--- config.mk ---
export PLATFORM = sky130hd
export DESIGN_NAME = serial_add_ctrl
export DESIGN_NICKNAME = d
export VERILOG_FILES = /design/src/rtl/add_seq_pkg.sv /design/src/rtl/slice_add8.sv /design/src/rtl/serial_add_ctrl.sv
export SDC_FILE = /design/constraint.sdc
export NUM_CORES = 1
export LEC_CHECK = 0
export BUFFER_PORTS_ARGS = -buffer_cell sky130_fd_sc_hd__buf_2
export CORE_ASPECT_RATIO = 0.5
export CORE_MARGIN = 1.5
export CORE_UTILIZATION = 30
export CTS_CLUSTER_DIAMETER = 40
export DETAILED_ROUTE_END_ITERATION = 10
export PLACE_DENSITY_LB_ADDON = 0.08
export SYNTH_ARGS = -nofsm -noshare
export SYNTH_HDL_FRONTEND = slang
export SYNTH_HIERARCHICAL = 1
export SYNTH_SLANG_ARGS = --single-unit
--- constraint.sdc ---
create_clock -name clock -period 6.44 [get_ports clock]
set_input_delay 0.966 -clock clock [delete_from_list [all_inputs] [get_ports clock]]
set_output_delay 0.966 -clock clock [all_outputs]
set_load 0.01 [all_outputs]
--- src/rtl/add_seq_pkg.sv ---
// Shared types and default sizing for the serial add/subtract sequencer.
package add_seq_pkg;

    typedef enum logic [1:0] {
        IDLE,
        RUN,
        DONE
    } state_t;

    localparam int WIDTH_DEF   = 32;
    localparam int SLICE_W_DEF = 8;

    // Index width never collapses to zero bits, even for a single slice.
    function automatic int idx_width(input int n);
        return (n > 1) ? $clog2(n) : 1;
    endfunction

    localparam int NSLICE = WIDTH_DEF / SLICE_W_DEF;
    localparam int IDX_W  = idx_width(NSLICE);

endpackage

--- src/rtl/slice_add8.sv ---
// Combinational SLICE_W-bit adder slice; every carry is a flat sum-of-products
// of generate/propagate terms rather than a ripple chain.
module slice_add8 #(
    parameter int SLICE_W = 8
) (
    input  logic [SLICE_W-1:0] a,
    input  logic [SLICE_W-1:0] b,
    input  logic               cin,
    output logic [SLICE_W-1:0] sum,
    output logic               cout
);

    logic [SLICE_W-1:0] g;
    logic [SLICE_W-1:0] p;
    logic [SLICE_W:0]   c;
    logic               carry;
    logic               prop;

    assign g = a & b;
    assign p = a ^ b;

    always_comb begin
        c     = '0;
        carry = 1'b0;
        prop  = 1'b0;
        c[0]  = cin;
        for (int i = 0; i < SLICE_W; i++) begin
            carry = g[i];
            prop  = p[i];
            for (int j = i - 1; j >= 0; j--) begin
                carry = carry | (prop & g[j]);
                prop  = prop & p[j];
            end
            c[i+1] = carry | (prop & cin);
        end
    end

    assign sum  = p ^ c[SLICE_W-1:0];
    assign cout = c[SLICE_W];

endmodule

--- src/rtl/serial_add_ctrl.sv ---
// Multi-cycle add/subtract that walks one narrow lookahead slice across the
// operands, least significant slice first, with a registered inter-slice carry.
module serial_add_ctrl
    import add_seq_pkg::*;
#(
    parameter int WIDTH   = WIDTH_DEF,
    parameter int SLICE_W = SLICE_W_DEF
) (
    input  logic             clock,
    input  logic             reset_n,
    input  logic             in_valid,
    output logic             in_ready,
    input  logic [WIDTH-1:0] op_a,
    input  logic [WIDTH-1:0] op_b,
    input  logic             sub,
    output logic             out_valid,
    input  logic             out_ready,
    output logic [WIDTH-1:0] result,
    output logic             carry_out,
    output logic             overflow,
    output logic             busy
);

    localparam int SLICES = WIDTH / SLICE_W;
    localparam int IDXW   = idx_width(SLICES);

    state_t             state;
    state_t             next_state;
    logic [WIDTH-1:0]   a_q;
    logic [WIDTH-1:0]   b_q;
    logic [WIDTH-1:0]   result_q;
    logic               carry_q;
    logic               carry_out_q;
    logic               overflow_q;
    logic [IDXW-1:0]    idx;
    logic [SLICE_W-1:0] slice_a;
    logic [SLICE_W-1:0] slice_b;
    logic [SLICE_W-1:0] slice_sum;
    logic               slice_cout;
    logic               is_last;

    assign slice_a = a_q[idx*SLICE_W +: SLICE_W];
    assign slice_b = b_q[idx*SLICE_W +: SLICE_W];
    assign is_last = (idx == IDXW'(SLICES - 1));

    slice_add8 #(
        .SLICE_W(SLICE_W)
    ) u_slice (
        .a    (slice_a),
        .b    (slice_b),
        .cin  (carry_q),
        .sum  (slice_sum),
        .cout (slice_cout)
    );

    always_ff @(posedge clock or negedge reset_n) begin
        if (!reset_n) begin
            state <= IDLE;
        end else begin
            state <= next_state;
        end
    end

    always_comb begin
        next_state = state;
        case (state)
            IDLE:    if (in_valid)  next_state = RUN;
            RUN:     if (is_last)   next_state = DONE;
            DONE:    if (out_ready) next_state = IDLE;
            default:                next_state = IDLE;
        endcase
    end

    always_comb begin
        in_ready  = (state == IDLE);
        out_valid = (state == DONE);
        busy      = (state != IDLE);
    end

    // Subtraction is A + ~B + 1: B is inverted at capture and the +1 rides in as the first carry.
    always_ff @(posedge clock or negedge reset_n) begin
        if (!reset_n) begin
            a_q         <= '0;
            b_q         <= '0;
            result_q    <= '0;
            carry_q     <= 1'b0;
            carry_out_q <= 1'b0;
            overflow_q  <= 1'b0;
            idx         <= '0;
        end else begin
            case (state)
                IDLE: begin
                    if (in_valid) begin
                        a_q      <= op_a;
                        b_q      <= sub ? ~op_b : op_b;
                        carry_q  <= sub;
                        idx      <= '0;
                        result_q <= '0;
                    end
                end
                RUN: begin
                    result_q[idx*SLICE_W +: SLICE_W] <= slice_sum;
                    carry_q <= slice_cout;
                    if (!is_last) begin
                        idx <= idx + 1'b1;
                    end else begin
                        carry_out_q <= slice_cout;
                        overflow_q  <= (a_q[WIDTH-1] == b_q[WIDTH-1]) &&
                                       (slice_sum[SLICE_W-1] != a_q[WIDTH-1]);
                    end
                end
                default: ;
            endcase
        end
    end

    assign result    = result_q;
    assign carry_out = carry_out_q;
    assign overflow  = overflow_q;

endmodule

======== Yosys cells after proc, flatten, opt, wreduce, memory -nomap -nowiden ========
Cells that the tools add are included.
operators by class
  add/sub/neg operators ................... 2
  eq/ne operators ......................... 9
  shift operators ......................... 4
  multiplexer cells ....................... 13
  bitwise operators ....................... 104
  reductions and logical operators ........ 9
operators by type and width
  cell                                                   number
  AND 1 bit                                              64
  2-to-1 mux 32 bit                                      2
  one-hot mux 32 bit (2 select lines)                    1
  variable part select 32 x 6 -> 8 bit                   2
  OR 1 bit                                               36
  negator 5 -> 34 bit                                    1
  variable shift 8 x 34 -> 32 bit, first input constant  1
  variable part select 8 x 34 -> 32 bit                  1
  bitwise mux 32 bit                                     1
  NOT 32 bit                                             1
  XOR 8 bit                                              2
  2-to-1 mux 2 bit                                       5
  AND 8 bit                                              1
  != test 2 bit, second input constant                   3
  one-hot mux 2 bit (3 select lines)                     1
  AND reduction 2 bit                                    3
  AND reduction 3 bit                                    2
  equality test 2 bit, second input constant             2
  one-hot mux 2 bit (2 select lines)                     1
  nonzero test 2 bit                                     2
  adder 2 x 1 -> 2 bit, second input constant            1
  equality test 2 x 1 -> 1 bit, second input constant    1
  logical NOT 2 bit                                      1
  != test 2 x 1 -> 1 bit, second input constant          1
  other kinds (5)                                        5
storage, ports and cells
  bits in registers ....................... 103
  bits of input ports ..................... 69
  logic and storage cells ................. 149

======== Depth between registers and ports, before layout ========
  word-level depth ........................ 14
  mapped depth ............................ 11
  mapped depth without buffers ............ 9

======== Modules after synthesis ========
The synthesis kept the hierarchy.
modules (own cells, without submodules)
  module           times used  cells an instance  area each (um2)  sequential area each (um2)
  serial_add_ctrl  1           347                4,662.0          2,577.5
  slice_add8       1           41                 332.8            0.0

======== Least setup slack after synthesis ========
No wires, ideal clock.
  path kind ............................... register -> register
  from .................................... register idx[0]
  to ...................................... register overflow_q, in the netlist overflow
  library setup time ...................... 0.125 ns
  arrival ................................. 3.057 ns
  setup slack ............................. 3.258 ns
  cell stages (with the launch flop) ...... 11
  path buffers ............................ 2
  cell sequence ........................... dfrtp_1 > buf_6 > buf_2 > mux4_2 > ha_1 > a21oi_2 > o2111ai_2 > a221o_1 > xor2_1 > o22ai_1 > mux2_2
between the ends
  elaborated cells on any way between the ends .. 29
  those cells by class .................... 2 x eq/ne; 2 x shift; 23 x bitwise; 2 x reduce/logical
RTL lines
  element                                   RTL line                            source
  start: declaration                        serial_add_ctrl.sv:35               logic [IDXW-1:0] idx;
  start signal: assignment                  serial_add_ctrl.sv:105              idx <= idx + 1'b1;
  variable part select 32 x 6 -> 8 bit (*)  serial_add_ctrl.sv:42               assign slice_a = a_q[idx*SLICE_W +: SLICE_W];
  named net slice_a[0]                      serial_add_ctrl.sv:36               logic [SLICE_W-1:0] slice_a;
  AND 8 bit or XOR 8 bit (tied branches)    slice_add8.sv:19, slice_add8.sv:20
  AND 1 bit, on equally long branches       slice_add8.sv:31, slice_add8.sv:32
  OR 1 bit or AND 1 bit (tied branches)     slice_add8.sv:31, slice_add8.sv:34
  OR 1 bit (*)                              slice_add8.sv:34                    c[i+1] = carry | (prop & cin);
  XOR 8 bit (*)                             slice_add8.sv:38                    assign sum = p ^ c[SLICE_W-1:0];
  named net slice_sum[7]                    serial_add_ctrl.sv:38               logic [SLICE_W-1:0] slice_sum;
  != test 1 bit (*)                         serial_add_ctrl.sv:109              (slice_sum[SLICE_W-1] != a_q[WIDTH-1]);
  logical AND 1 bit (*)                     serial_add_ctrl.sv:108              overflow_q <= (a_q[WIDTH-1] == b_q[WIDTH-1]) &&
  end signal: assignment                    serial_add_ctrl.sv:108
  end: declaration                          serial_add_ctrl.sv:34               logic overflow_q;
Mark *: on every way through the listed nets, which the timed path passes. The rest lies on a longest branch.
A chain may end at the register's enable or synchronous reset.

======== Final worst setup path ========
Same ends and word-level chain as after synthesis.

==> impl_metrics.ini <==
[floorplan]
io_pins = 106
num_rows = 33
fp.dieW_um = 185
core_um2 = 16300
fp.dieH_um = 94.2
start_util_pct = 30.6
dieArea_um2 = 17500

[routing]
drtAntennaViolNets = 0
num_vias = 3274
wire_per_inst_um = 16.8
drcViolationCount = 0
viasPerCell = 4.56
drt_iter0_drc = 217
dr.pass1.iters = 4
wirelength_um = 12000

[status]
outcome = finished, final reports clean

[cts]
h-tree-depth = 3
cts_buffer_depth = 2
cts_buffers = 9
cts_tree = done
cts_resized = 0
root_buffer = clkbuf_16
clk_pin_slew_worst_paths_ns = 0.07
post_cts_buffers = 0
postCtsHoldBufs = 0
worstSkewPairLatency_ns = 0.35
cts_sinks = 103

[sta]
tns_ns = 0
fmax_mhz = 294
setup_viol = 0
tightest_slew_ns = 1.04
rsz0062_at_grt = no
fin_worst_skew_ns = 0.0141
timing.final.crit_share_pct = 52.8
post-route-min-period_ns = 3.40
timing.slew.headroom_pct = 30.6
drv_slew = 0
hold_violations = 0

[placed_design]
port_buffers = 105
place_area_um2 = 5690
place_congestion = 0.732
dp_hpwl_um = 8760
dpl.cell_count = 702

[logic_synthesis]
synth_seq_area_share_pct = 51.6
synth_edf_count = 0
synth.avg_cell_area_um2 = 12.9
synth_area_leaders = dfrtp_1 (52%), mux2_2 (7.7%), mux4_2 (7.2%)
synth_top_area_cell = dfrtp_1
synth_seq_cells = 103
synth-warning-count = 6
ys_types = 41
syn-num-nets = 473
synthCells = 388
yosysTopAreaCellShare_pct = 51.6
synth_top_flop_cell = dfrtp_1
async_reset_ff_share_pct = 100
syn_area_um2 = 4990

[power_and_ir_drop]
vdd_ir_drop_max_uv = 301
leakagePower_nw = 2.72
power_density_nw_per_um2 = 609

[global_route]
antenna_found_initial = 0
grt_max_degree = 98
grt_pass1_wl_um = 19400
grt.total_usage_pct = 14.9
overflow = 0
grt_pass1_vias = 3356

[worst_setup_path]
endpoint_kind = register
cp.arrival_ns = 3.63
critPathRequiredTime_ns = 6.67
setup.worst_path.start_class = register
critical_path_class = register to register
crit_fanout = 18

[final_layout]
diodes = 0
drive_above_1_share_pct = 37.1
area_growth_pct = 20.1
final_cells = 718
final_cell_mix = buf_2 (104), dfrtp_1 (103), xnor2_1 (36), nor2_1 (36)
nNetsFinal = 571
final_area_um2 = 6000
layout_commonest_cell = buf_2

[min_path]
min_path_type = register to register

[run]
drv_cap = 0
per-layer routing:
metal	up-vias	part of all wire (%)	global-route usage (%)
met1	1611	56	23.6
met4	0	0.35	3.25
met3	2	3.8	3.76
met2	71	40	19.7
met5	-	0	0
li1	1590	-	-
flip-flops by register name, summed over array words and instances (netlist names):
signal,count
carry_out,1
a_q,32
state,2
idx,2
overflow,1
carry_q,1
result,32
b_q,32
Yosys cell counts, types with 2 or more instances:
cell,count
xnor2_1,36
o21ai_0,4
inv_1,10
mux2_2,34
buf_6,3
a22o_1,32
buf_2,10
nand2b_1,4
mux4_2,16
nand3_1,2
xor2_1,2
nand2_1,9
a21o_1,6
a21oi_1,34
nor2_1,36
buf_4,6
ha_1,15
nor4_4,3
dfrtp_1,103
nor2b_1,2
power breakdown:
group | internal, mW | switching, mW
clock | 0.316 | 0.250
combinational | 0.819 | 1.10
sequential | 0.938 | 0.228
worst paths after layout:
kind,startpoint,end,slack [ns],cells after the start
max reg2reg,idx[0]$_DFFE_PN0P_,overflow$_DFFE_PN0P_,3.04,9
max in group asynchronous,reset_n,a_q[4]$_DFFE_PN0P_,4.62,2
max,idx[0]$_DFFE_PN0P_,overflow$_DFFE_PN0P_,3.04,9
min,result[8]$_DFFE_PN0P_,result[8]$_DFFE_PN0P_,0.50,1
min reg2reg,result[8]$_DFFE_PN0P_,result[8]$_DFFE_PN0P_,0.50,1
min in group asynchronous,reset_n,result[9]$_DFFE_PN0P_,0.57,1
critical path, stage by stage (launching register included):
cell and delay (ns):
dfrtp_1 0.45, buf_4 0.36, mux4_2 0.58, ha_1 0.32, a21oi_2 0.20, o2111ai_2 0.19, a221o_1 0.38, xor2_1 0.42
o22ai_1 0.11, mux2_2 0.27
area by class of cell:
type,instances,area (µm²)
Fill cell,1639,10300
Sequential cell,103,2580
Multi-Input combinational cell,254,2240
Timing Repair Buffer,108,551
Tap cell,227,284
Clock buffer,11,243
Clock inverter,5,63.8
Inverter,10,37.5
metrics by stage:
step	setup WS (ns)	util, %	power [mW]	hold WS (ns)
floorplan	3.26	-	2.52	0.475
global placement	3.06	34.9	3.11	0.489
detailed placement	2.96	34.9	3.12	0.489
CTS	2.95	36.8	3.69	0.505
global route	2.71	36.8	3.97	0.523
finish	3.04	36.8	3.65	0.499
cells by family (layout without fill, tap and decap cells):
logic type | Yosys count | after routing | synth area share (%)
mux | 51 | 51 | 15.1
simple gates | 64 | 64 | 7.09
flops | 103 | 103 | 51.6
xor+xnor | 38 | 38 | 6.66
fa+ha+maj | 16 | 16 | 4.16
buf+inv | 31 | 134 | 3.48
compound gates | 85 | 85 | 11.9
No activity file was read; power rests on OpenSTA's default activity.
